**src/rtl/pong_match_ctrl.sv**
```systemverilog
// pong_match_ctrl: match sequencer (state machine, ball-step enable, speed, scores, sound).
// Optional attract mode in IDLE is enabled by defining PONG_ATTRACT_EN.
`default_nettype none

module pong_match_ctrl #(
  parameter int FRAMES_SERVE = 60,
  parameter int FRAMES_GOAL  = 90,
  parameter int WIN_SCORE    = 9,
  parameter int SND_FRAMES   = 6,
  parameter int SPEED_INIT   = 4,
  parameter int SPEED_MIN    = 1,
  parameter int SPEED_MAX    = 8
) (
  input  logic       clk,
  input  logic       clr_n,
  input  logic       frame_tick,
  input  logic       start,
  input  logic       inc_vel,
  input  logic       dec_vel,
  input  logic       goal_left,
  input  logic       goal_right,
  input  logic       hit_paddle,
  input  logic       hit_wall,
  output logic       ball_step,
  output logic       ball_reset,
  output logic       serve_dir,
  output logic [3:0] score1,
  output logic [3:0] score2,
  output logic [3:0] speed,
  output logic [1:0] winner,
  output logic       mute,
  output logic [1:0] code_sound
);

  localparam int FMAX = (FRAMES_SERVE > FRAMES_GOAL) ? FRAMES_SERVE : FRAMES_GOAL;
  localparam int FW   = $clog2(FMAX + 1);
  localparam int SW   = $clog2(SND_FRAMES + 1);

  localparam logic [FW-1:0] C_FR_SERVE = FW'(FRAMES_SERVE);
  localparam logic [FW-1:0] C_FR_GOAL  = FW'(FRAMES_GOAL);
  localparam logic [SW-1:0] C_SND      = SW'(SND_FRAMES);
  localparam logic [3:0]    C_SP_INIT  = 4'(SPEED_INIT);
  localparam logic [3:0]    C_SP_MIN   = 4'(SPEED_MIN);
  localparam logic [3:0]    C_SP_MAX   = 4'(SPEED_MAX);
  localparam logic [4:0]    C_SP_MAX5  = 5'(SPEED_MAX);
  localparam logic [3:0]    C_WIN      = 4'(WIN_SCORE);

  localparam logic [1:0] SND_STOP = 2'b00;
  localparam logic [1:0] SND_PING = 2'b10;
  localparam logic [1:0] SND_PONG = 2'b01;
  localparam logic [1:0] SND_GO   = 2'b11;

  typedef enum logic [2:0] {
    S_IDLE  = 3'd0,
    S_SERVE = 3'd1,
    S_PLAY  = 3'd2,
    S_GOAL  = 3'd3,
    S_OVER  = 3'd4
  } state_t;

  state_t        state_q;
  logic [FW-1:0] frame_q;
  logic [SW-1:0] snd_q;
  logic [3:0]    acc_q, speed_q, score1_q, score2_q;
  logic [1:0]    winner_q, code_q;
  logic          serve_dir_q, ball_step_q, ball_reset_q, mute_q;

  logic       run_state, step_d, start_now, goal_now, snd_load;
  logic [4:0] sum;
  logic [3:0] acc_d, speed_d;
  logic [1:0] ev_code, ev_prio, cur_prio;

  always_comb begin
`ifdef PONG_ATTRACT_EN
    run_state = (state_q == S_PLAY) || (state_q == S_IDLE);
`else
    run_state = (state_q == S_PLAY);
`endif
    sum    = {1'b0, acc_q} + {1'b0, speed_q};
    step_d = frame_tick && run_state && (sum >= C_SP_MAX5);
    acc_d  = acc_q;
    if (frame_tick && run_state) begin
      acc_d = step_d ? 4'(sum - C_SP_MAX5) : sum[3:0];
    end

    speed_d = speed_q;
    if (inc_vel && !dec_vel && (speed_q < C_SP_MAX)) begin
      speed_d = speed_q + 4'd1;
    end else if (dec_vel && !inc_vel && (speed_q > C_SP_MIN)) begin
      speed_d = speed_q - 4'd1;
    end

    start_now = start && ((state_q == S_IDLE) || (state_q == S_OVER));
    goal_now  = (goal_left || goal_right) && (state_q == S_PLAY);

    // Arbitration ranks: go=3, pong=2, ping=1, silence=0.
    ev_code = SND_STOP;
    ev_prio = 2'd0;
    if (start_now || goal_now) begin
      ev_code = SND_GO;
      ev_prio = 2'd3;
    end else if (hit_paddle && (state_q == S_PLAY)) begin
      ev_code = SND_PONG;
      ev_prio = 2'd2;
    end else if (hit_wall && (state_q == S_PLAY)) begin
      ev_code = SND_PING;
      ev_prio = 2'd1;
    end

    case (code_q)
      SND_GO:   cur_prio = 2'd3;
      SND_PONG: cur_prio = 2'd2;
      SND_PING: cur_prio = 2'd1;
      default:  cur_prio = 2'd0;
    endcase
    snd_load = (ev_prio != 2'd0) && (ev_prio >= cur_prio);
  end

  always_ff @(posedge clk or negedge clr_n) begin
    if (!clr_n) begin
      state_q      <= S_IDLE;
      frame_q      <= '0;
      snd_q        <= '0;
      acc_q        <= 4'd0;
      speed_q      <= C_SP_INIT;
      score1_q     <= 4'd0;
      score2_q     <= 4'd0;
      winner_q     <= 2'b00;
      serve_dir_q  <= 1'b0;
      ball_step_q  <= 1'b0;
      ball_reset_q <= 1'b0;
      mute_q       <= 1'b1;
      code_q       <= SND_STOP;
    end else begin
      ball_step_q  <= step_d;
      ball_reset_q <= 1'b0;
      acc_q        <= acc_d;
      speed_q      <= speed_d;

      if (snd_load) begin
        code_q <= ev_code;
        mute_q <= 1'b0;
        snd_q  <= C_SND;
      end else if (frame_tick && (snd_q != '0)) begin
        snd_q <= snd_q - 1'b1;
        if (snd_q == SW'(1)) begin
          mute_q <= 1'b1;
          code_q <= SND_STOP;
        end
      end

      if (start_now) begin
        state_q      <= S_SERVE;
        frame_q      <= C_FR_SERVE;
        score1_q     <= 4'd0;
        score2_q     <= 4'd0;
        winner_q     <= 2'b00;
        speed_q      <= C_SP_INIT;
        acc_q        <= 4'd0;
        ball_reset_q <= 1'b1;
      end else begin
        case (state_q)
          S_IDLE: begin
`ifdef PONG_ATTRACT_EN
            if (goal_left || goal_right) begin
              ball_reset_q <= 1'b1;
            end
`endif
          end
          S_SERVE: begin
            if (frame_tick) begin
              frame_q <= frame_q - 1'b1;
              if (frame_q <= FW'(1)) begin
                state_q <= S_PLAY;
              end
            end
          end
          S_PLAY: begin
            // goal_left has precedence when both sides report in one cycle.
            if (goal_left) begin
              if (score2_q < C_WIN) score2_q <= score2_q + 4'd1;
              serve_dir_q <= 1'b0;
              state_q     <= S_GOAL;
              frame_q     <= C_FR_GOAL;
            end else if (goal_right) begin
              if (score1_q < C_WIN) score1_q <= score1_q + 4'd1;
              serve_dir_q <= 1'b1;
              state_q     <= S_GOAL;
              frame_q     <= C_FR_GOAL;
            end
          end
          S_GOAL: begin
            if (frame_tick) begin
              frame_q <= frame_q - 1'b1;
              if (frame_q <= FW'(1)) begin
                if ((score1_q == C_WIN) || (score2_q == C_WIN)) begin
                  state_q  <= S_OVER;
                  winner_q <= (score1_q == C_WIN) ? 2'b01 : 2'b10;
                end else begin
                  state_q      <= S_SERVE;
                  frame_q      <= C_FR_SERVE;
                  ball_reset_q <= 1'b1;
                end
              end
            end
          end
          S_OVER: begin
          end
          default: state_q <= S_IDLE;
        endcase
      end
    end
  end

  assign ball_step  = ball_step_q;
  assign ball_reset = ball_reset_q;
  assign serve_dir  = serve_dir_q;
  assign score1     = score1_q;
  assign score2     = score2_q;
  assign speed      = speed_q;
  assign winner     = winner_q;
  assign mute       = mute_q;
  assign code_sound = code_q;

endmodule

`default_nettype wire

```
**config.mk**
```make
export PLATFORM = sky130hd
export DESIGN_NAME = pong_match_ctrl
export DESIGN_NICKNAME = d
export VERILOG_FILES = /design/src/rtl/pong_match_ctrl.sv
export SDC_FILE = /design/constraint.sdc
export NUM_CORES = 1
export LEC_CHECK = 0
export CELL_PAD_IN_SITES_DETAIL_PLACEMENT = 0
export CELL_PAD_IN_SITES_GLOBAL_PLACEMENT = 1
export CORE_MARGIN = 1.5
export CORE_UTILIZATION = 28
export CTS_BUF_LIST = sky130_fd_sc_hd__clkbuf_2
export DETAILED_ROUTE_END_ITERATION = 10
export PLACE_DENSITY_LB_ADDON = 0.1
export RECOVER_POWER = 25
export SETUP_SLACK_MARGIN = 0.4
export SYNTH_ARGS = -nofsm -noshare
export SYNTH_HDL_FRONTEND = slang
export SYNTH_SLANG_ARGS = --single-unit
```
**constraint.sdc**
```tcl
create_clock -name clk -period 5.2 [get_ports clk]
set_clock_uncertainty 0.2 [all_clocks]
set_input_delay 1.3 -clock clk [delete_from_list [all_inputs] [get_ports clk]]
set_output_delay 1.3 -clock clk [all_outputs]
set_load 0.01 [all_outputs]
```
==> results of run 1 <==
-- where the power goes --
part / switching (W) / leakage (nW) / internal [W]
logic: 0.000349 / 0.744 / 0.000329
clock network: 0.0000936 / 0.0265 / 0.0000314
registers: 0.000126 / 0.450 / 0.000401
total: 0.000568 / 1.22 / 0.000762
-- layout by cell type (no fill, tap or decap), drive strengths merged, types with 2 or more instances in the layout --
cell | Yosys | routed
dfstp | 2 | 2
xor2 | 3 | 3
xnor2 | 5 | 5
nor4 | 5 | 5
a21oi | 19 | 19
a2111oi | 3 | 3
dfrtp | 35 | 35
ha | 20 | 20
o22ai | 3 | 3
a21o | 2 | 2
buf | 4 | 2
nand2 | 19 | 19
mux2i | 3 | 3
nor2 | 32 | 32
nor3 | 7 | 7
nand3 | 7 | 7
clkdlybuf4s50 | 0 | 28
a211oi | 2 | 2
o21bai | 2 | 2
a22oi | 3 | 3
clkbuf | 3 | 7
nand3b | 2 | 2
inv | 24 | 24
a31oi | 4 | 4
o21ai | 22 | 22
nand2b | 9 | 9
-- cell type report --
cell class	instances	area (um^2)	area share [%]
tap	105	131.4	4.760
inverter	24	90.09	3.264
timing repair buffer	31	299.0	10.83
sequential	37	928.4	33.64
clock buffer	6	30.03	1.088
clock inverter	1	3.754	0.1360
multi-input combinational	189	1277	46.28
-- registers in the layout, summed over array words and instances, names as in the netlist --
| register | count |
|---|---|
| state_q | 3 |
| score2 | 4 |
| snd_q | 3 |
| winner | 2 |
| serve_dir | 1 |
| ball_step | 1 |
| acc_q | 4 |
| score1 | 4 |
| speed | 4 |
| frame_q | 7 |
| ball_reset | 1 |
| mute | 1 |
| code_sound | 2 |
-- critical path: cells and delay by family --
kind | cells | cell delay [ns]
AO/OA/AOI/OAI | 5 | 1.06
adder cells (fa/ha/maj) | 1 | 0.26
AND/OR/NAND/NOR | 2 | 0.35
buffers and inverters | 1 | 0.50
-- per-stage QoR --
stage               setup slack, ns  instance area [um^2]  util (%)  total power, W  hold WS [ns]
CTS                           1.842                  2761     33.78        0.001349        0.2861
detailed placement            1.399                  2728     33.36        0.001213        0.2543
global placement              1.426                  2728     33.36        0.001225        0.2531
global route                  1.674                  2760     33.76        0.001480        0.3050
finish                        1.808                  2760     33.76        0.001330        0.2810
floorplan                     2.110                  2344         -       0.0009778        0.2524
-- how the worst max path moves through the flow --
| stage | startpoint | end | slack [ns] | cells past startpoint |
|---|---|---|---|---|
| after CTS | goal_left | snd_q[2]$_DFFE_PN0P_ | 1.84 | 9 |
| after global routing | goal_left | snd_q[2]$_DFFE_PN0P_ | 1.67 | 9 |
| after floorplan | goal_right | snd_q[2]$_DFFE_PN0P_ | 2.11 | 7 |
| after detailed placement | goal_left | snd_q[2]$_DFFE_PN0P_ | 1.40 | 9 |
| after global placement | goal_left | snd_q[2]$_DFFE_PN0P_ | 1.43 | 8 |
| final | goal_left | snd_q[2]$_DFFE_PN0P_ | 1.81 | 9 |
-- layer usage --
metal,wire length [um],vias up,share of wire [%],GRT usage (%)
met2,2515,41,46,21.82
li1,-,957,-,-
met5,0,-,0,0
met1,2649,894,49,17.56
met3,201,5,3.7,2.899
met4,68,0,1.3,3.731
-- kinds of logic (layout without fill, tap and decap cells) --
| kind of cell | Yosys count | after routing | share of synthesized area (%) |
|---|---|---|---|
| simple gates | 87 | 87 | 18.37 |
| compound gates | 69 | 69 | 19.86 |
| xor+xnor | 8 | 8 | 2.990 |
| mux | 4 | 4 | 1.762 |
| fa+ha+maj | 21 | 21 | 11.53 |
| flops | 37 | 37 | 39.62 |
| buf+inv | 31 | 62 | 5.873 |
==> flow_metrics.tcl, run 1 <==
set metrics [dict create \
    crit_path_frequent_cell "a21oi_1" \
    place_hpwl_mm 3.820 \
    power.leakage_nw 1.221 \
    crit_path_max_incr_delay_ns 0.50 \
    setup_tns_ns 0 \
    post-cts-setup-buffers 0 \
    design.die.area_um2 8927 \
    clk_latency_ns 0.38 \
    place.detailed.instances 386 \
    initial_core_util_pct 28.67 \
    yosysSeqAreaShare_pct 39.62 \
    hold_wc_startpoint "mute$_DFFE_PN1P_" \
    syn_avg_cell_area_um2 9.119 \
    via_count 1897 \
    cts_tree "built" \
    p_per_area_nw_per_um2 481.8 \
    cts_buffer_depth 2 \
    holdBufCountCts 0 \
    cts-buffers-inserted 5 \
    setup_viol_count_final 0 \
    timing.hold.worst.class "register to register" \
    detail-route-antenna-nets 0 \
    netlist-cell-type-count 50 \
    final_cell_count_no_fill 393 \
    max_vdd_drop_mv 0.2466 \
    final.fill_count 852 \
    routabilityCongestion 0.7530 \
    arrival_ns 3.47 \
    floorplan.core_area_um2 8175 \
    timing.rr.end "snd_q[2]$_DFFE_PN0P_" \
    avgViaCountPerCell 4.827 \
    violations "capacitance limit, slew limit" \
    detailed_route_wire_length_per_cell_um 13.83 \
    clkSinkCount 37 \
    worst-setup-path-type "input pin to register" \
    postSynth.asyncResetShare_pct 100.0 \
    worstPathMaxFanout 7 \
    via_count_of_the_first_global_routing_pass 1847 \
    std_cell_rows 33 \
    crit-reg2reg-launch "state_q[2]$_DFFE_PN0P_" \
    tightest_slew_ns 2.167 \
    synthesis.nets 288 \
    max-cap-violations 1 \
    io_buffers 29 \
    yosysWarnings 0 \
    grt_first_pass_wirelength_mm 9.087 \
    worstHoldPathCells 2 \
    status "complete, but fails checks" \
    timing.max_slew.rel_slack_pct -44.50 \
    synth-main-ff-cell "dfrtp_1" \
    layout_worst_path_cycle_share_pct 65.23 \
    maxClockFrequency_mhz 294.8 \
    synthCells 257 \
    n_antenna_cell 0 \
    chipHeight_um 94.49 \
    global_route.overflow_total 0 \
    worst-r2r-cell-count 9 \
    synth.largest_area_cell "dfrtp_1" \
    finalNetCount 319 \
    crit_chain "clkdlybuf4s50_1 -> nor2_1 -> o21ai_0 -> a21oi_1 -> ha_1 -> nand2b_1 -> a21oi_1 -> a21oi_1 -> a311o_1" \
    drt-total-wl_mm 5.435 \
    rsz0062_at_grt "false" \
    post-synth-top-area-fraction_pct 37.37 \
    chipWidth_um 94.49 \
    grt_antenna_before_repair 0 \
    areaGrowthSynthToFinish_pct 17.78 \
    grt_max_degree 38 \
    timing.critical_path.from_type "input pin" \
    finalWorstPathRequiredPeriod_ns 3.392 \
    ys_seq_elements 37 \
    holdPathEnd "mute$_DFFE_PN1P_" \
    hold_violations 0 \
    synth.area.top_cells "dfrtp_1, ha_1, nor2_1" \
    cts-root-buf "clkbuf_2" \
    worstSetupEndpointType "register" \
    timing_max_transition_violations_final 38 \
    post_cts.resized_instances 0 \
    dr.pass1.iters 4 \
    drive_above_1_share_pct 6.597 \
    cts-htree-levels 2 \
    clkTransAtPathRegs_ns 0.18 \
    drt-initial-drc-count 92 \
    synthesis.area_um2 2343 \
    number_of_synthesized_flops_with_an_enable_pin 0 \
    synth.cells.most_frequent "dfrtp_1, nor2_1, inv_1" \
    i_o_pin_total 30 \
    global_route.usage.total_pct 13.30 \
    post-route-drc-count 0 \
    worst_path_max_delay_cell "clkdlybuf4s50_1" \
    cell_with_the_most_instances_after_synthesis "dfrtp_1" \
    required_time_of_the_critical_path_ns 5.28 \
    rrSetupSlack_ns 2.40 \
]
Power figures use the tool's default switching activity.
==> run 2: changes to the inputs <==
clock period = 3.1 ns   (was 5.2 ns; I/O delays follow)
==> run 2 against run 1 <==
Compared with the run above:
- critical endpoint unchanged
- final cell count increased by 3.3%
- power rose by 73%
- hold slack worse by 0.0052 ns
- the flow now finishes without violations
- critical path type unchanged
- routed wire length up 3.2%
==> flow_metrics.tcl, run 2 (synthesis results as in run 1) <==
set metrics [dict create \
    grt_use_met1_pct 18.11 \
    cts-root-buf "clkbuf_2" \
    setup_tns_ns 0 \
    cts-htree-levels 2 \
    via_count 1959 \
    place_hpwl_mm 3.935 \
    leading_cell_type_in_the_layout_fill_and_taps_excluded "dfrtp_1" \
    layout_setup_ws_ns 0.4500 \
    worst-setup-path-type "input pin to register" \
    floorplan.core_area_um2 8175 \
    cts-buffers-inserted 5 \
    timing.hold.worst.class "input pin to asynchronous set/reset pin" \
    tightest_slew_ns 0.9137 \
    areaGrowthSynthToFinish_pct 22.21 \
    max_vdd_drop_mv 0.2888 \
    dr.pass1.iters 4 \
    seq_area_um2 928.4 \
    crit_path_max_incr_delay_ns 0.43 \
    crit-reg2reg-launch "state_q[2]$_DFFE_PN0P_" \
    n_antenna_cell 0 \
    rrSetupSlack_ns 0.65 \
    post_cts.resized_instances 0 \
    grt_max_degree 38 \
    worst-r2r-cell-count 8 \
    worst_case_setup_slack_after_placement_ns -0.02486 \
    drt-initial-drc-count 82 \
    detailed_route_wire_length_per_cell_um 13.81 \
    worstPathMaxFanout 6 \
    clkTransAtPathRegs_ns 0.21 \
    worstSetupEndpointType "register" \
    drive_above_1_share_pct 11.96 \
    fin_area_um2 2864 \
    status "completed" \
    clk_latency_ns 0.39 \
    multi_input_comb_area_um2 1284 \
    drt-total-wl_mm 5.607 \
    timing_max_transition_violations_final 0 \
    worstSetupStartpoint "goal_right" \
    chipHeight_um 94.49 \
    rsz0062_at_grt "true" \
    crit_path_frequent_cell "a21oi_1" \
    fin_worst_hold_slack_ns 0.2759 \
    cts_tree "built" \
    finalNetCount 331 \
    post-cts-setup-buffers 0 \
    cts_buffer_depth 2 \
    design.die.area_um2 8927 \
    hold_violations 0 \
    critical_path.endpoint "snd_q[2]$_DFFE_PN0P_" \
    p_per_area_nw_per_um2 801.5 \
    layout_worst_path_cycle_share_pct 85.48 \
    use_met3_pct 3.301 \
    largest_reg_flops 7 \
    max-cap-violations 0 \
    post-route-drc-count 0 \
    global_route.usage.total_pct 13.81 \
    chipWidth_um 94.49 \
    avgViaCountPerCell 4.825 \
    power.leakage_nw 1.286 \
    timing.rr.end "snd_q[2]$_DFFE_PN0P_" \
    placed_area_um2 2818 \
    crit_chain "clkdlybuf4s50_1 -> or3_1 -> a21oi_1 -> inv_1 -> ha_1 -> a21oi_1 -> a21oi_2 -> a311o_1" \
    setup_viol_count_final 0 \
    clkSinkCount 37 \
    detail-route-antenna-nets 0 \
    arrival_ns 2.75 \
    finalWorstPathRequiredPeriod_ns 2.650 \
    io_buffers 29 \
    maxClockFrequency_mhz 377.4 \
    busiest_layer "met2" \
    biggest_register "frame_q" \
    routabilityCongestion 0.7415 \
    final.fill_count 853 \
    i_o_pin_total 30 \
    timing.max_slew.rel_slack_pct 39.09 \
    initial_core_util_pct 28.67 \
    std_cell_rows 33 \
    global_route.overflow_total 0 \
    required_time_of_the_critical_path_ns 3.20 \
    holdBufCountCts 0 \
    grt_antenna_before_repair 0 \
    worst_path_max_delay_cell "clkdlybuf4s50_1" \
    grt.met2_usage_pct 22.30 \
    mostFrequentLayoutCells "dfrtp_1, nor2_1, clkdlybuf4s50_1" \
    timing.critical_path.from_type "input pin" \
    via_count_of_the_first_global_routing_pass 1911 \
    grt_first_pass_wirelength_mm 9.411 \
]
run 2: stage by stage:
step	power, W	utilization, %	std cells
after floorplan	0.001640	-	257
after global placement	0.002089	34.47	398
after detailed placement	0.002078	34.47	398
after CTS	0.002328	34.96	406
after global routing	0.002548	35.03	406
final	0.002296	35.03	406
run 2: worst min path at each step:
stage          depth (start not counted)  slack (ns)                   end
2_1_floorplan                          2        0.25  acc_q[3]$_DFFE_PN0P_
3_3_place_gp                           2        0.25      mute$_DFFE_PN1P_
3_5_place_dp                           2        0.25      mute$_DFFE_PN1P_
4_1_cts                                2        0.28      mute$_DFFE_PN1P_
5_1_grt                                2        0.31      mute$_DFFE_PN1P_
6_report                               1        0.28  ball_reset$_DFF_PN0_
run 2: worst max-delay path: cells and delay by family:
kind,cells,cell delay (ns)
AOI/OAI and AO/OA,4,0.80
buffers and inverters,2,0.50
and+or+nand+nor,1,0.40
adders and majority gates,1,0.28
run 2: layout make-up:
class                           count  area share, %
Multi-Input combinational cell    189          44.82
Tap cell                          105          4.587
Clock buffer                        8          1.398
Sequential cell                    37          32.42
Timing Repair Buffer               43          13.63
Inverter                           24          3.145
run 2: routing by layer:
layer	vias up	wire (um)
li1	986	-
met5	-	0
met2	48	2631
met1	919	2641
met4	0	70
met3	6	264
run 2: power by group:
group,internal [W],switching (W),total (W),leakage (nW)
Clock,0.0000666,0.000172,0.000239,0.0332
Combinational,0.000584,0.000599,0.00118,0.803
Sequential,0.000673,0.000201,0.000874,0.450
Total,0.00132,0.000973,0.00230,1.29
==> run 3: changes to the inputs <==
CORE_UTILIZATION = 40   (was 28)
==> run 3 against run 2 <==
Compared with the run above:
- the flow now finishes with violations (capacitance limit, slew limit)
- non-clock buffer count shrank 4
- power shrank 1.2%
- clock-buffer cell count shrank 3
- die area shrank 29%
- flip-flop and latch count is the same
- combinational power is essentially flat
- critical path depth is the same
- clock power shrank 15%
- largest power group unchanged
- highest routed layer unchanged
==> flow_metrics.tcl, run 3 (synthesis results as in run 1) <==
set metrics [dict create \
    placed_area_um2 2746 \
    worst-r2r-cell-count 8 \
    worstPathMaxFanout 6 \
    tightest_slew_ns 2.063 \
    cts-htree-levels 2 \
    max-cap-violations 1 \
    timing.hold.worst.class "register to register" \
    dr.pass1.iters 4 \
    max_vdd_drop_mv 0.4137 \
    finalNetCount 327 \
    timing.critical_path.from_type "input pin" \
    cts_tree "built" \
    i_o_pin_total 30 \
    initial_core_util_pct 42.04 \
    drive_above_1_share_pct 10.44 \
    holdBufCountCts 0 \
    biggest_register "frame_q" \
    drt-initial-drc-count 117 \
    p_per_area_nw_per_um2 811.7 \
    grt_max_degree 38 \
    worst_case_setup_slack_after_placement_ns -0.02493 \
    final.fill_count 565 \
    design.die.area_um2 6327 \
    fin_area_um2 2795 \
    floorplan.core_area_um2 5574 \
    violations "capacitance limit, slew limit" \
    maxClockFrequency_mhz 383.0 \
    chipWidth_um 79.54 \
    layout_setup_ws_ns 0.4893 \
    detail-route-antenna-nets 0 \
    rrSetupSlack_ns 0.70 \
    worstSetupEndpointType "register" \
    required_time_of_the_critical_path_ns 3.19 \
    hold_violations 0 \
    timing.max_slew.rel_slack_pct -37.57 \
    drt-total-wl_mm 5.063 \
    clk_latency_ns 0.37 \
    largest_reg_flops 7 \
    rsz0062_at_grt "false" \
    areaGrowthSynthToFinish_pct 19.27 \
    setup_viol_count_final 0 \
    worstHoldPathCells 2 \
    grt_first_pass_wirelength_mm 8.556 \
    post-cts-setup-buffers 0 \
    place_hpwl_mm 3.671 \
    std_cell_rows 27 \
    n_antenna_cell 0 \
    avgViaCountPerCell 5.252 \
    io_buffers 29 \
    power.leakage_nw 1.260 \
    post-route-drc-count 0 \
    grt_antenna_before_repair 0 \
    status "complete, but fails checks" \
    global_route.overflow_total 0 \
    worst-setup-path-type "input pin to register" \
    clkSinkCount 37 \
    arrival_ns 2.70 \
    cts-root-buf "clkbuf_2" \
    via_count 1938 \
    cts-buffers-inserted 5 \
    via_count_of_the_first_global_routing_pass 1815 \
    clkTransAtPathRegs_ns 0.18 \
    routabilityCongestion 0.8055 \
    leading_cell_type_in_the_layout_fill_and_taps_excluded "dfrtp_1" \
    timing_max_transition_violations_final 38 \
    detailed_route_wire_length_per_cell_um 13.72 \
    mostFrequentLayoutCells "dfrtp_1, nor2_1, clkdlybuf4s50_1" \
    layout_worst_path_cycle_share_pct 84.21 \
    finalWorstPathRequiredPeriod_ns 2.611 \
    cts_buffer_depth 2 \
    chipHeight_um 79.54 \
    global_route.usage.total_pct 17.29 \
]
-- run 3: changes by cell type in the layout (fill, tap and decap cells not counted), sizes merged --
cell / change
buf: -5
clkbuf: -2
clkinv: +3
-- run 3: stage by stage --
stage	setup TNS [ns]	util, %	std cells	hold slack, ns	power, W
after detailed placement	-0.04833	49.27	361	0.2537	0.002059
final	0	50.15	369	0.2772	0.002269
after floorplan	0	-	257	0.2524	0.001640
after CTS	0	50.01	369	0.2792	0.002284
after global routing	0	50.15	369	0.3194	0.002491
after global placement	0	49.27	361	0.2520	0.002045
-- run 3: area by class of cell --
type	instances	area [um^2]	area share [%]
Timing Repair Buffer	39	359.1	12.85
Tap cell	72	90.09	3.223
Inverter	24	90.09	3.223
Clock buffer	5	25.02	0.8953
Sequential cell	37	928.4	33.21
Clock inverter	3	12.51	0.4476
Multi-Input combinational cell	189	1290	46.15
-- run 3: worst max-delay path: stages --
cell and delay [ns]:
clkdlybuf4s50_1 0.43, or3_1 0.40, a21oi_1 0.19, inv_1 0.06, ha_1 0.31, a21oi_2 0.17, a21oi_2 0.09, a311o_1 0.28
-- run 3: final timing paths --
path	end	startpoint
min reg2reg	mute$_DFFE_PN1P_	mute$_DFFE_PN1P_
max	snd_q[2]$_DFFE_PN0P_	goal_right
max in group asynchronous	acc_q[1]$_DFFE_PN0P_	clr_n
max reg2reg	snd_q[2]$_DFFE_PN0P_	state_q[2]$_DFFE_PN0P_
min in group asynchronous	snd_q[1]$_DFFE_PN0P_	clr_n
min	mute$_DFFE_PN1P_	mute$_DFFE_PN1P_
-- run 3: routing by layer --
layer	wire, um	global-route usage [%]	up-vias
met5	0	0	-
met4	57	5.789	0
met3	200	3.086	7
met2	2267	27.71	46
met1	2537	23.47	908
li1	-	-	977
-- run 3: what timing repair did --
item | CTS | global route
gates resized for setup | 1 | 3
pin swaps | 0 | 1
setup endpoints to repair | 1 | 2
-- run 3: where the power goes --
part,switching [W],leakage [nW],total (W),internal [W]
clock network,0.000155,0.0278,0.000204,0.0000494
logic,0.000599,0.782,0.00118,0.000581
registers,0.000212,0.450,0.000885,0.000673
total,0.000966,1.26,0.00227,0.00130
